**config.mk**
```make
export PLATFORM = sky130hd
export DESIGN_NAME = rs_syndrome_ctrl
export DESIGN_NICKNAME = d
export VERILOG_FILES = /design/src/rtl/rs_pkg.sv /design/src/rtl/rs_root_gen.sv /design/src/rtl/rs_syndrome_ctrl.sv
export SDC_FILE = /design/constraint.sdc
export NUM_CORES = 1
export LEC_CHECK = 0
export BUFFER_PORTS_ARGS = -buffer_cell sky130_fd_sc_hd__buf_2
export CAP_MARGIN = 20
export CORE_ASPECT_RATIO = 0.6
export CORE_UTILIZATION = 50
export CTS_CLUSTER_SIZE = 40
export DETAILED_ROUTE_END_ITERATION = 7
export PLACE_DENSITY = 0.76
export SETUP_SLACK_MARGIN = 0.05
export SYNTH_ARGS = -nofsm -noshare
export SYNTH_HDL_FRONTEND = slang
export SYNTH_HIERARCHICAL = 1
export SYNTH_SLANG_ARGS = --single-unit
```
**constraint.sdc**
```tcl
create_clock -name clock -period 1.9 [get_ports clock]
set_clock_uncertainty 0.15 [all_clocks]
set_input_delay 0.095 -clock clock [delete_from_list [all_inputs] [get_ports clock]]
set_output_delay 0.095 -clock clock [all_outputs]
set_load 0.05 [all_outputs]
```
**src/rtl/rs_pkg.sv**
```systemverilog
// Shared definitions for the Reed-Solomon syndrome path: GF(2^8) constants,
// the sequencer state encoding and the multiply-by-alpha helper.
package rs_pkg;

    localparam int GF_W = 8;
    localparam logic [GF_W-1:0] PRIM_POLY = 8'h1D;
    localparam int NSYN_MAX = 32;

    typedef enum logic [2:0] {
        IDLE       = 3'd0,
        LOAD_ROOTS = 3'd1,
        STREAM     = 3'd2,
        FLUSH      = 3'd3,
        COLLECT    = 3'd4,
        DONE       = 3'd5
    } state_t;

    // Multiply a field element by alpha (x) and reduce by the primitive polynomial.
    function automatic logic [GF_W-1:0] gf_xtime(input logic [GF_W-1:0] r,
                                                 input logic [GF_W-1:0] poly);
        return {r[GF_W-2:0], 1'b0} ^ (r[GF_W-1] ? poly : 8'h00);
    endfunction

endpackage

```
**src/rtl/rs_root_gen.sv**
```systemverilog
// Alpha-power generator: load restarts the sequence at SEED (alpha^1),
// each step advances to the next power of alpha. Shared with the Chien search.
module rs_root_gen
    import rs_pkg::*;
#(
    parameter logic [GF_W-1:0] POLY = PRIM_POLY,
    parameter logic [GF_W-1:0] SEED = 8'h02
) (
    input  logic            clock,
    input  logic            reset,
    input  logic            load,
    input  logic            step,
    output logic [GF_W-1:0] root
);

    // Hold the current alpha power; load has priority over step.
    always_ff @(posedge clock or negedge reset) begin
        if (!reset) begin
            root <= 8'h00;
        end else if (load) begin
            root <= SEED;
        end else if (step) begin
            root <= gf_xtime(root, POLY);
        end else begin
            root <= root;
        end
    end

endmodule

```
**src/rtl/rs_syndrome_ctrl.sv**
```systemverilog
// Reed-Solomon syndrome sequencer: loads the generator roots once after reset,
// streams each codeword into the syndrome calculator, then forwards the
// syndromes downstream and flags any non-zero syndrome.
// Optional build macro RS_SYND_BYPASS_EN adds bypass_en, which skips the
// flush/collect phases for the frame it is sampled with.
module rs_syndrome_ctrl
    import rs_pkg::*;
#(
    parameter int              NSYN      = 32,
    parameter int              N_SYM     = 255,
    parameter logic [7:0]      PRIM_POLY = 8'h1D,
    parameter int              FLUSH_CYC = 2
) (
    input  logic       clock,
    input  logic       reset,
`ifdef RS_SYND_BYPASS_EN
    input  logic       bypass_en,
`endif
    input  logic       frame_start,
    input  logic [7:0] in_data,
    input  logic       in_valid,
    output logic       in_ready,
    output logic       synd_start,
    output logic [7:0] synd_addr,
    output logic [7:0] synd_root,
    output logic       synd_root_valid,
    output logic       synd_roots_done,
    output logic [7:0] synd_data,
    output logic       synd_new_data,
    output logic       synd_stop,
    input  logic [7:0] synd_in,
    input  logic       synd_in_valid,
    output logic [7:0] syn_out,
    output logic [5:0] syn_out_idx,
    output logic       syn_out_valid,
    output logic       error_detected,
    output logic       frame_done,
    output logic       busy
);

    localparam logic [7:0] SYM_LAST   = 8'(N_SYM - 32'sd1);
    localparam logic [7:0] ADDR_LAST  = 8'(NSYN);
    localparam logic [5:0] IDX_LAST   = 6'(NSYN);
    localparam logic [7:0] FLUSH_LAST = 8'(FLUSH_CYC - 32'sd1);

    state_t     state_r;
    logic       roots_loaded_r;
    logic [7:0] sym_cnt_r;
    logic [7:0] flush_cnt_r;
    logic [5:0] idx_r;
    logic       err_acc_r;
    logic       root_load_s;
    logic       root_step_s;
    logic       bypass_s;

`ifdef RS_SYND_BYPASS_EN
    logic bypass_r;

    // Capture the bypass request for the whole frame when it starts.
    always_ff @(posedge clock or negedge reset) begin
        if (!reset) begin
            bypass_r <= 1'b0;
        end else if (state_r == IDLE && frame_start) begin
            bypass_r <= bypass_en;
        end else begin
            bypass_r <= bypass_r;
        end
    end

    assign bypass_s = bypass_r;
`else
    assign bypass_s = 1'b0;
`endif

    // Root generator control: seed on a frame that needs roots, advance while writing.
    always_comb begin
        root_load_s = 1'b0;
        root_step_s = 1'b0;
        if (state_r == IDLE && frame_start && !roots_loaded_r) begin
            root_load_s = 1'b1;
        end else begin
            root_load_s = 1'b0;
        end
        if (state_r == LOAD_ROOTS && synd_root_valid && synd_addr != ADDR_LAST) begin
            root_step_s = 1'b1;
        end else begin
            root_step_s = 1'b0;
        end
    end

    rs_root_gen #(
        .POLY (PRIM_POLY),
        .SEED (8'h02)
    ) u_root_gen (
        .clock (clock),
        .reset (reset),
        .load  (root_load_s),
        .step  (root_step_s),
        .root  (synd_root)
    );

    // Frame sequencer with all handshake and status outputs registered.
    always_ff @(posedge clock or negedge reset) begin
        if (!reset) begin
            state_r         <= IDLE;
            roots_loaded_r  <= 1'b0;
            sym_cnt_r       <= 8'd0;
            flush_cnt_r     <= 8'd0;
            idx_r           <= 6'd0;
            err_acc_r       <= 1'b0;
            in_ready        <= 1'b0;
            synd_start      <= 1'b0;
            synd_addr       <= 8'd0;
            synd_root_valid <= 1'b0;
            synd_roots_done <= 1'b0;
            synd_data       <= 8'd0;
            synd_new_data   <= 1'b0;
            synd_stop       <= 1'b0;
            syn_out         <= 8'd0;
            syn_out_idx     <= 6'd0;
            syn_out_valid   <= 1'b0;
            error_detected  <= 1'b0;
            frame_done      <= 1'b0;
            busy            <= 1'b0;
        end else begin
            // Single-cycle strobes fall back to zero unless re-asserted below.
            synd_new_data   <= 1'b0;
            syn_out_valid   <= 1'b0;
            frame_done      <= 1'b0;
            synd_roots_done <= 1'b0;
            case (state_r)
                IDLE: begin
                    if (frame_start) begin
                        err_acc_r      <= 1'b0;
                        error_detected <= 1'b0;
                        busy           <= 1'b1;
                        sym_cnt_r      <= 8'd0;
                        idx_r          <= 6'd1;
                        if (roots_loaded_r) begin
                            state_r  <= STREAM;
                            in_ready <= 1'b1;
                        end else begin
                            state_r         <= LOAD_ROOTS;
                            synd_start      <= 1'b1;
                            synd_root_valid <= 1'b1;
                            synd_addr       <= 8'd1;
                        end
                    end
                end
                LOAD_ROOTS: begin
                    if (synd_roots_done) begin
                        state_r    <= STREAM;
                        synd_start <= 1'b0;
                        in_ready   <= 1'b1;
                    end else if (synd_addr == ADDR_LAST) begin
                        synd_root_valid <= 1'b0;
                        synd_addr       <= 8'd0;
                        synd_roots_done <= 1'b1;
                        roots_loaded_r  <= 1'b1;
                    end else begin
                        synd_addr <= synd_addr + 8'd1;
                    end
                end
                STREAM: begin
                    if (in_valid && in_ready) begin
                        synd_data     <= in_data;
                        synd_new_data <= 1'b1;
                        if (sym_cnt_r == SYM_LAST) begin
                            in_ready  <= 1'b0;
                            sym_cnt_r <= 8'd0;
                            if (bypass_s) begin
                                state_r        <= DONE;
                                frame_done     <= 1'b1;
                                error_detected <= 1'b0;
                            end else begin
                                state_r     <= FLUSH;
                                flush_cnt_r <= 8'd0;
                            end
                        end else begin
                            sym_cnt_r <= sym_cnt_r + 8'd1;
                        end
                    end
                end
                FLUSH: begin
                    if (flush_cnt_r == FLUSH_LAST) begin
                        state_r   <= COLLECT;
                        synd_stop <= 1'b1;
                        idx_r     <= 6'd1;
                    end else begin
                        flush_cnt_r <= flush_cnt_r + 8'd1;
                    end
                end
                COLLECT: begin
                    if (synd_in_valid) begin
                        syn_out       <= synd_in;
                        syn_out_idx   <= idx_r;
                        syn_out_valid <= 1'b1;
                        err_acc_r     <= err_acc_r | (synd_in != 8'd0);
                        if (idx_r == IDX_LAST) begin
                            state_r        <= DONE;
                            synd_stop      <= 1'b0;
                            frame_done     <= 1'b1;
                            error_detected <= err_acc_r | (synd_in != 8'd0);
                        end else begin
                            idx_r <= idx_r + 6'd1;
                        end
                    end
                end
                DONE: begin
                    state_r <= IDLE;
                    busy    <= 1'b0;
                end
                default: begin
                    state_r         <= IDLE;
                    busy            <= 1'b0;
                    in_ready        <= 1'b0;
                    synd_start      <= 1'b0;
                    synd_stop       <= 1'b0;
                    synd_root_valid <= 1'b0;
                end
            endcase
        end
    end

endmodule

```
# Word level (Yosys, flattened, before mapping)
# Index checks and enable logic that the tools add are counted.
word_totals:
  reg_bits: 75
  inputBits: 21
  output_inout_bits: 48
  wordCells: 155
classes:
  add_sub_neg: 4
  eq_ne: 23
  mux: 67
  bitwise: 7
  n_reduce_logical: 33
op_table:
  columns: ["op", "count"]
  rows:
  - ["2-to-1 mux 8 bit", 12]
  - ["case mux 8 bit (2 select lines)", 3]
  - ["2-to-1 mux 1 bit", 30]
  - ["adder 8 x 1 -> 8 bit, second input constant", 3]
  - ["2-to-1 mux 6 bit", 4]
  - ["!= test 2 bit, second input constant", 12]
  - ["2-to-1 mux 3 bit", 7]
  - ["AND reduction 4 bit", 5]
  - ["case mux 6 bit (3 select lines)", 1]
  - ["case mux 3 bit (5 select lines)", 1]
  - ["OR reduction 4 bit", 3]
  - ["AND reduction 5 bit", 2]
  - ["nonzero test 2 bit", 5]
  - ["case mux 1 bit (3 select lines)", 3]
  - ["AND reduction 3 bit", 3]
  - ["equality test 8 x 1 -> 1 bit, second input constant", 1]
  - ["equality test 8 x 6 -> 1 bit, second input constant", 1]
  - ["equality test 8 bit, second input constant", 1]
  - ["!= test 8 x 6 -> 1 bit, second input constant", 1]
  - ["nonzero test 8 bit", 1]
  - ["bitwise XOR 8 bit", 1]
  - ["AND reduction 7 bit", 1]
  - ["adder 6 x 1 -> 6 bit, second input constant", 1]
  - ["equality test 3 x 2 -> 1 bit, second input constant", 2]
  - ["other kinds (17)", 30]

# Depth between registers and ports, before layout
# Gate-level depths: netlist of the first run.
logic_depth:
  depth_word: 6
  ltp_mapped: 8

# Modules after synthesis
# The synthesis of the first run kept the hierarchy.
modules_own_cells:
  columns: ["mod", "instances", "cells_each", "area_each_um2", "seq_area_each_um2"]
  rows:
  - ["rs_syndrome_ctrl", 1, 332, 3502.1, 1676.6]
  - ["rs_root_gen", 1, 30, 346.6, 200.2]

# Least setup slack after synthesis of the first run
# OpenSTA, ideal clock, no wires.
synth_timing:
  kind: "flip-flop to flip-flop"
  from: "register synd_addr[0]"
  to: "register u_root_gen.root[5]"
  arrival_ps: 2023
  required_time_ps: 1621
  slack_ps: -401
  path_stages_with_launch: 9
  path_buffers: 1
  synth_period_minus_slack_ps: 2301
  path_cell_list: "dfrtp_1 -> inv_1 -> ha_1 -> and4bb_2 -> a21oi_4 -> and2_1 -> buf_4 -> mux2i_1 -> nor2_1"
synth_via:
  elab_chain_cells: 4
synth_lines:
  columns: ["element", "line_no", "source"]
  rows:
  - ["start: declaration", "rs_syndrome_ctrl.sv:24", "output logic [7:0] synd_addr,"]
  - ["start signal: assignment", "rs_syndrome_ctrl.sv:161", "synd_addr <= synd_addr + 8'd1;"]
  - ["!= test 8 x 6 -> 1 bit", "rs_syndrome_ctrl.sv:84", "if (state_r == LOAD_ROOTS && synd_root_valid && synd_addr != ADDR_LAST) begin"]
  - ["logical AND 1 bit", "rs_syndrome_ctrl.sv:84", null]
  - ["2-to-1 mux 1 bit", "rs_syndrome_ctrl.sv:84", null]
  - ["named net root_step_s", "rs_syndrome_ctrl.sv:53", "logic root_step_s;"]
  - ["nonzero test 2 bit (no source line)", null, null]
  - ["end signal: assignment", "rs_root_gen.sv:23", "root <= gf_xtime(root, POLY);"]
  - ["end signal: assignment", "rs_root_gen.sv:25", "root <= root;"]
  - ["end: declaration", "rs_root_gen.sv:13", "output logic [GF_W-1:0] root"]
# The timed path passes the listed nets, and every way through them passes these cells.
# A chain may end at the register's enable or synchronous reset.

# Worst setup path after layout of the first run
layout_timing:
  from: "register sym_cnt_r[0]"
  to: "register in_ready"
layout_via:
  elab_chain_cells: 3
layout_lines:
  columns: ["element", "line_no", "source"]
  rows:
  - ["start: declaration", "rs_syndrome_ctrl.sv:48", "logic [7:0] sym_cnt_r;"]
  - ["start signal: assignment", "rs_syndrome_ctrl.sv:180", "sym_cnt_r <= sym_cnt_r + 8'd1;"]
  - ["equality test 8 bit", "rs_syndrome_ctrl.sv:168", "if (sym_cnt_r == SYM_LAST) begin"]
  - ["!= test 2 bit (no source line)", null, null]
  - ["AND reduction 6 bit (no source line)", null, null]
  - ["end signal: assignment", "rs_syndrome_ctrl.sv:154", "in_ready <= 1'b1;"]
  - ["end signal: assignment", "rs_syndrome_ctrl.sv:169", "in_ready <= 1'b0;"]
  - ["end signal: assignment", "rs_syndrome_ctrl.sv:216", "in_ready <= 1'b0;"]
  - ["end: declaration", "rs_syndrome_ctrl.sv:22", "output logic in_ready,"]
# Every way passes these cells.

==> flow_metrics.tcl, run 1 <==
set metrics [dict create \
    syn_inst 362 \
    critPathArrivalTime_ns 2.02 \
    synthXorXnorAreaFrac 0.0114 \
    powerDensity_mw_per_mm2 620 \
    crit_path_end_kind "flop" \
    slowest_delay_ns 0.38 \
    status "finished with violations" \
    initial_core_util 0.523 \
    clkTransAtPathRegs_ns 0.06 \
    path_cells "inv_1 > ha_2 > and3_4 > a41oi_4 > nor4_2 > mux2_1" \
    muxShareOfSynthArea 0.0914 \
    grt_usage 0.265 \
    routed_wl_mm 11.1 \
    gr-total-overflow 0 \
    gp_congestion 0.814 \
    clk_latency_ns 0.34 \
    drive_gt1_frac 0.456 \
    fin_crit_sh 1.03 \
    root_buffer "clkbuf_16" \
    setup_ws_ns -0.0500 \
    yosys.area_share.simple 0.176 \
    synth_edf_count 0 \
    finalSetupViolCount 3 \
    grt_pass1_wl_mm 16.2 \
    post-route-min-period_ns 1.95 \
    ys.warnings.count 6 \
    min_path_type "input pin to async pin" \
    synth_top_area_cell "dfrtp_1" \
    power_leakage_nw 2.68 \
    timing_worst_setup_path_type "flop to flop" \
    hpwl_mm 6.44 \
    syn2layout_area_growth_pct 42.6 \
    clock.fmax_ghz 0.513 \
    critPathLaunchType "flop" \
    cp_data_required_time_ns 1.97 \
    placementRows 24 \
    yosys-top-cells-count "75 x dfrtp_1, 24 x mux2_2, 24 x o21ai_0" \
    synth_fa_ha_area_frac 0.0358 \
    pre_cts_ws_ns -0.0718 \
    grt_max_degree 42 \
    vias 3516 \
    die_area_mm2 0.00806 \
    post-place-cells 569 \
    cp_slowest_cell "dfrtp_1" \
    final_util 0.746 \
    cts_tree "yes" \
    p_total_mw 3.40 \
    synth_top_flop_cell "dfrtp_1" \
    diodes 0 \
    worstMarginPinSlew_ns 0.453 \
    dr.pass1.iters 5 \
    yosys-top-cells-area "dfrtp_1 49%, mux2_2 7.0%, ha_1 3.6%" \
    ys_seq_elements 75 \
    seqCellArea_mm2 0.00188 \
    drv_cap 0 \
    cts_sinks 75 \
    layout.nets 542 \
    synth_fp_nets 394 \
    multiInputGateArea_mm2 0.00206 \
    vias_per_cell 5.68 \
    cts_max_level 3 \
    cts_buffer_depth 2 \
    core_area_mm2 0.00736 \
    synth_cell_types 60 \
    drc 0 \
    die_w_um 115 \
    antenna_found_initial 0 \
    post_drt_wl_per_cell_um 17.9 \
    synth_top_family_by_area "simple AND/OR/NAND/NOR gates" \
    violations "setup timing" \
    seq_area_frac_synth 0.488 \
    ioPinCount 69 \
    rsz0062_at_grt "yes" \
    vdd_ir_drop_max_v 0.000519 \
    drt.antenna.violating_nets 0 \
    nFillCells 487 \
    yosys.area.top_type_share 0.488 \
    dr.first_iter.drc_count 262 \
    grt_pass1_vias 3243 \
    synthesis.area_mm2 0.00385 \
    maxSlewHeadroom 0.698 \
    critPathMaxFanout 3 \
    numCtsBuffers 9 \
    die_h_um 70.0 \
    hold_violations 0 \
    port_buffers 68 \
    avgSynthCellArea_um2 10.6 \
    stdcell_count 619 \
    synth_most_common_cell "dfrtp_1" \
    ys_async_sr_fraction 1.00 \
    synth_compound_area_frac 0.161 \
    maxSlewViolCount 0 \
]
## final timing paths
kind,depth (start not counted),slack (ns),startpoint,end
worst max-delay path,6,-0.05,sym_cnt_r[0]$_DFFE_PN0P_,in_ready$_DFFE_PN0P_
worst min-delay path,2,0.11,reset,idx_r[1]$_DFFE_PN0P_
worst max register to register,6,-0.05,sym_cnt_r[0]$_DFFE_PN0P_,in_ready$_DFFE_PN0P_
worst min register to register,2,0.33,syn_out_idx[0]$_DFFE_PN0P_,syn_out_idx[0]$_DFFE_PN0P_
max in group asynchronous,3,0.91,reset,state_r[1]$_DFFE_PN0P_
min in group clock,4,0.16,in_valid,flush_cnt_r[3]$_DFFE_PN0P_
## metal layers
layer	vias up	wire, um	track usage
met3	25	854	0.0764
li1	1609	-	-
met4	0	238	0.0909
met1	1716	5000	0.384
met2	166	4960	0.377
met5	-	0	0
## power by group
group	leakage (nW)	internal [mW]	switching (mW)	total [mW]
Sequential	0.943	1.61	0.0125	1.62
Combinational	1.61	0.0700	0.104	0.173
Clock	0.135	0.951	0.656	1.61
Total	2.68	2.63	0.772	3.40
## cell type report
cell class | instances | area share
Tap cell | 104 | 0.0237
Inverter | 17 | 0.0116
Timing Repair Buffer | 153 | 0.195
Sequential cell | 75 | 0.343
Clock inverter | 4 | 0.00456
Clock buffer | 12 | 0.0467
Multi-Input combinational cell | 254 | 0.375
## flip-flops by register name, indices dropped and copies added, names as in the netlist, 3 cells and up
name	flops
flush_cnt_r	8
sym_cnt_r	8
syn_out	8
synd_addr	8
synd_data	8
u_root_gen/root	8
idx_r	6
syn_out_idx	6
state_r	3
## through the flow
stage | instance area (um2) | TNS [ns] | hold WS [ns]
3_5_place_dp | 4670 | -0.388 | -0.0701
3_3_place_gp | 4670 | -0.0114 | -0.0721
5_1_grt | 5490 | -0.600 | 0.145
2_1_floorplan | 3880 | -1.04 | -0.351
4_1_cts | 5210 | 0 | 0.0168
6_report | 5490 | -0.119 | 0.109
## worst max-delay path, delay by kind of cell (launching register included)
family / cells / cell delay (ns)
compound gates: 1 / 0.14
fa+ha+maj: 1 / 0.18
buf+inv: 1 / 0.06
flops: 1 / 0.38
mux: 1 / 0.35
simple gates: 2 / 0.56
## cell usage in the layout, fill, tap and decap left out, types with 6 or more instances in the layout
cell type      count
nor2_1            19
nand2_1           21
clkbuf_16          9
buf_2             67
dlygate4sd3_1     18
mux2i_1            7
dfrtp_1           71
and3_1             6
buf_4             58
buf_6              9
a22o_1             8
nand3_1           19
o21ai_0           19
mux2_4             6
mux2_2            18
inv_1             12
ha_1               6
## repair_timing
item                       4_1_cts  5_1_grt
hold buffers                    18        0
cloned                           1        0
pin swaps                        5       24
setup buffers                    4       11
hold endpoints to repair        92        0
setup endpoints to repair       42       48
gates resized for setup         12       59
## logic make-up (layout without fill, tap and decap cells)
logic type | Yosys count | count (layout)
AOI/OAI and AO/OA | 86 | 86
xor gates and xnor gates | 5 | 5
adders and majority gates | 11 | 11
buffers and inverters | 34 | 186
DFF | 75 | 75
muxes | 32 | 32
and+or+nand+nor | 119 | 120
(Power assumes the default switching activity.)
==> run 2: changes to the inputs <==
--- a/config.mk
+++ b/config.mk
@@ -11,9 +11,8 @@
 export CORE_UTILIZATION = 50
 export CTS_CLUSTER_SIZE = 40
 export DETAILED_ROUTE_END_ITERATION = 7
-export PLACE_DENSITY = 0.76
+export PLACE_DENSITY = 0.75
 export SETUP_SLACK_MARGIN = 0.05
 export SYNTH_ARGS = -nofsm -noshare
 export SYNTH_HDL_FRONTEND = slang
-export SYNTH_HIERARCHICAL = 1
 export SYNTH_SLANG_ARGS = --single-unit
==> run 2 against run 1 <==
The run still ends with setup timing left. Clock-buffer cell count shrank 2. Setup slack lost 0.067 ns. Final area grew 3.0%. Sequential power grew 51%. Final cell count grew 6.3%. Critical path depth grew 1. Sequential share of layout area shrank 0.94 points. Maximum frequency shrank 3.3%. Synthesized area grew 0.62%. Clock power grew 6%. Global-route usage grew 1.6 points. Non-clock buffer count grew 4. Critical path type unchanged. Critical endpoint is now synd_stop$_DFFE_PN0P_.
==> flow_metrics.tcl, run 2 <==
set metrics [dict create \
    synth_top_flop_cell "dfrtp_1" \
    finalSetupViolCount 16 \
    rsz0062_at_grt "yes" \
    drc 0 \
    final_util 0.765 \
    ioPinCount 69 \
    min_path_type "input pin to async pin" \
    vias_per_cell 5.80 \
    mostFrequentLayoutCell "dfrtp_1" \
    seq_area_frac_synth 0.485 \
    post_drt_wl_per_cell_um 18.2 \
    vdd_ir_drop_max_v 0.000776 \
    initial_core_util 0.524 \
    drt.antenna.violating_nets 0 \
    cp_data_required_time_ns 1.98 \
    synth_fp_nets 425 \
    die_h_um 70.2 \
    syn2layout_area_growth_pct 46.0 \
    fin_crit_sh 1.06 \
    layout.nets 581 \
    power_leakage_nw 2.71 \
    seqCellArea_mm2 0.00189 \
    yosys-top-cells-count "75 x dfrtp_1, 63 x nand2_1, 22 x a21oi_1" \
    p_int_mw 5.36 \
    ys_async_sr_fraction 1.00 \
    vias 3815 \
    gr-total-overflow 0 \
    synth_top_area_cell "dfrtp_1" \
    synth_edf_count 0 \
    grt_max_degree 45 \
    nFillCells 470 \
    antenna_found_initial 0 \
    post-route-min-period_ns 2.02 \
    syn_inst 393 \
    most-common-layout-cells "68 x dfrtp_1, 67 x buf_2, 60 x nand2_1, 57 x buf_4, 18 x inv_1" \
    synthesis.area_mm2 0.00387 \
    powerDensity_mw_per_mm2 1730 \
    crit_path_end_kind "flop" \
    p_switching_mw 4.42 \
    grt_usage 0.280 \
    drv_cap 0 \
    dpl_cell_area_mm2 0.00479 \
    drive_gt1_frac 0.421 \
    gp_congestion 0.909 \
    maxSlewHeadroom 0.646 \
    r2r-end "synd_stop$_DFFE_PN0P_" \
    synth_cell_types 67 \
    clock.fmax_ghz 0.496 \
    hpwl_mm 7.06 \
    yosys.area.top_type_share 0.485 \
    grt_pass1_vias 3447 \
    grt_pass1_wl_mm 17.2 \
    endpoint "synd_stop$_DFFE_PN0P_" \
    maxSlewViolCount 0 \
    diodes 0 \
    startpoint "flush_cnt_r[1]$_DFFE_PN0P_" \
    yosys-top-cells-area "dfrtp_1 48%, nand2_1 6.1%, ha_1 3.6%" \
    placementRows 24 \
    rrSetupSlack_ns -0.12 \
    design_area_mm2 0.00565 \
    routed_wl_mm 11.9 \
    clk_latency_ns 0.35 \
    port_buffers 68 \
    root_buffer "clkbuf_16" \
    core_area_mm2 0.00739 \
    cts_buffer_depth 2 \
    power_frac_seq 0.249 \
    avgSynthCellArea_um2 9.85 \
    pwr-share-clk 0.175 \
    dr.pass1.iters 5 \
    critPathLaunchType "flop" \
    timing_worst_setup_path_type "flop to flop" \
    critPathMaxFanout 3 \
    dr.first_iter.drc_count 286 \
    synth_most_common_cell "dfrtp_1" \
    hold_violations 0 \
    worstRegToRegCells 7 \
    critPathArrivalTime_ns 2.10 \
    die_area_mm2 0.00811 \
    die_w_um 116 \
    multiInputGateArea_mm2 0.00213 \
    clkTransAtPathRegs_ns 0.06 \
    comb_power_share 0.576 \
    ys_seq_elements 75 \
    numCtsBuffers 9 \
    cts_tree "yes" \
    reg2reg_from "flush_cnt_r[1]$_DFFE_PN0P_" \
    setup_ws_ns -0.117 \
    violations "setup timing" \
    switching_share 0.452 \
    cts_max_level 3 \
    cts_sinks 75 \
    ys.warnings.count 0 \
    worstMarginPinSlew_ns 0.528 \
    status "finished with violations" \
]
==> run 2: final cells by class <==
type | count | area share
Multi-Input combinational cell | 284 | 0.377
Sequential cell | 75 | 0.334
Timing Repair Buffer | 157 | 0.200
Clock buffer | 10 | 0.0405
Tap cell | 104 | 0.0230
Inverter | 22 | 0.0146
Clock inverter | 6 | 0.0115
==> run 2: worst max-delay path, cell delays in order (launching register included) <==
cell,delay (ns)
dfrtp_1,0.37
inv_1,0.05
ha_1,0.13
or4b_4,0.48
o21ai_1,0.28
buf_4,0.17
a31oi_1,0.09
o32ai_1,0.17
==> run 2: worst min-delay path by stage <==
stage          startpoint                        endpoint  slack (ns)  depth (start not counted)
3_3_place_gp        reset        synd_addr[5]$_DFFE_PN0P_       -0.09                          1
2_1_floorplan       reset                busy$_DFFE_PN0P_       -0.35                          0
4_1_cts             reset        synd_addr[5]$_DFFE_PN0P_        0.09                          2
5_1_grt             reset        synd_addr[5]$_DFFE_PN0P_        0.14                          2
3_5_place_dp        reset  u_root_gen.root[4]$_DFFE_PN0P_       -0.09                          1
6_report            reset        synd_addr[5]$_DFFE_PN0P_        0.10                          2
==> run 2: kinds of logic (layout without fill, tap and decap cells) <==
kind of cell             count (synthesis)  count (layout)  share of synthesized area
AO/OA/AOI/OAI                           91              91                      0.163
multiplexers                            15              15                     0.0426
adder cells (fa/ha/maj)                 11              11                     0.0355
flip-flops                              75              75                      0.485
buffers and inverters                   35             195                     0.0368
AND/OR/NAND/NOR                        162             163                      0.228
XOR/XNOR                                 4               4                    0.00905
==> run 2: routing by layer <==
metal,global-route usage,up-vias,part of all wire
li1,-,1733,-
met1,0.387,1875,0.44
met2,0.422,173,0.47
met3,0.0851,34,0.065
met4,0.0883,0,0.027
met5,0,-,0
==> run 2: power groups by stage <==
| stage | clock network, mW | registers, mW | logic (mW) |
|---|---|---|---|
| after floorplan | 0 | 3.46 | 1.97 |
| after global placement | 0 | 2.37 | 4.47 |
| after global routing | 1.80 | 2.47 | 5.96 |
| after CTS | 1.72 | 2.37 | 4.85 |
| after detailed placement | 0 | 2.39 | 4.58 |
| final | 1.71 | 2.44 | 5.63 |
==> run 2: repair_timing <==
action	4_1_cts	5_1_grt
hold buffers	17	0
endpoints found under the hold margin	91	0
setup buffers	4	7
gates resized for setup	13	67
gates cloned	1	0
pin swaps	7	21
endpoints found under the setup margin	37	48
==> run 2: stage by stage <==
stage	hold WS, ns	setup WS [ns]	power, mW	cells	TNS (ns)
5_1_grt	0.142	-0.182	10.2	658	-1.87
4_1_cts	0.0915	-0.0676	8.93	651	-0.187
6_report	0.100	-0.117	9.78	658	-0.696
3_5_place_dp	-0.0886	-0.0681	6.97	613	-0.175
3_3_place_gp	-0.0919	-0.0322	6.83	613	-0.0353
2_1_floorplan	-0.351	-0.0129	5.43	393	-0.0240
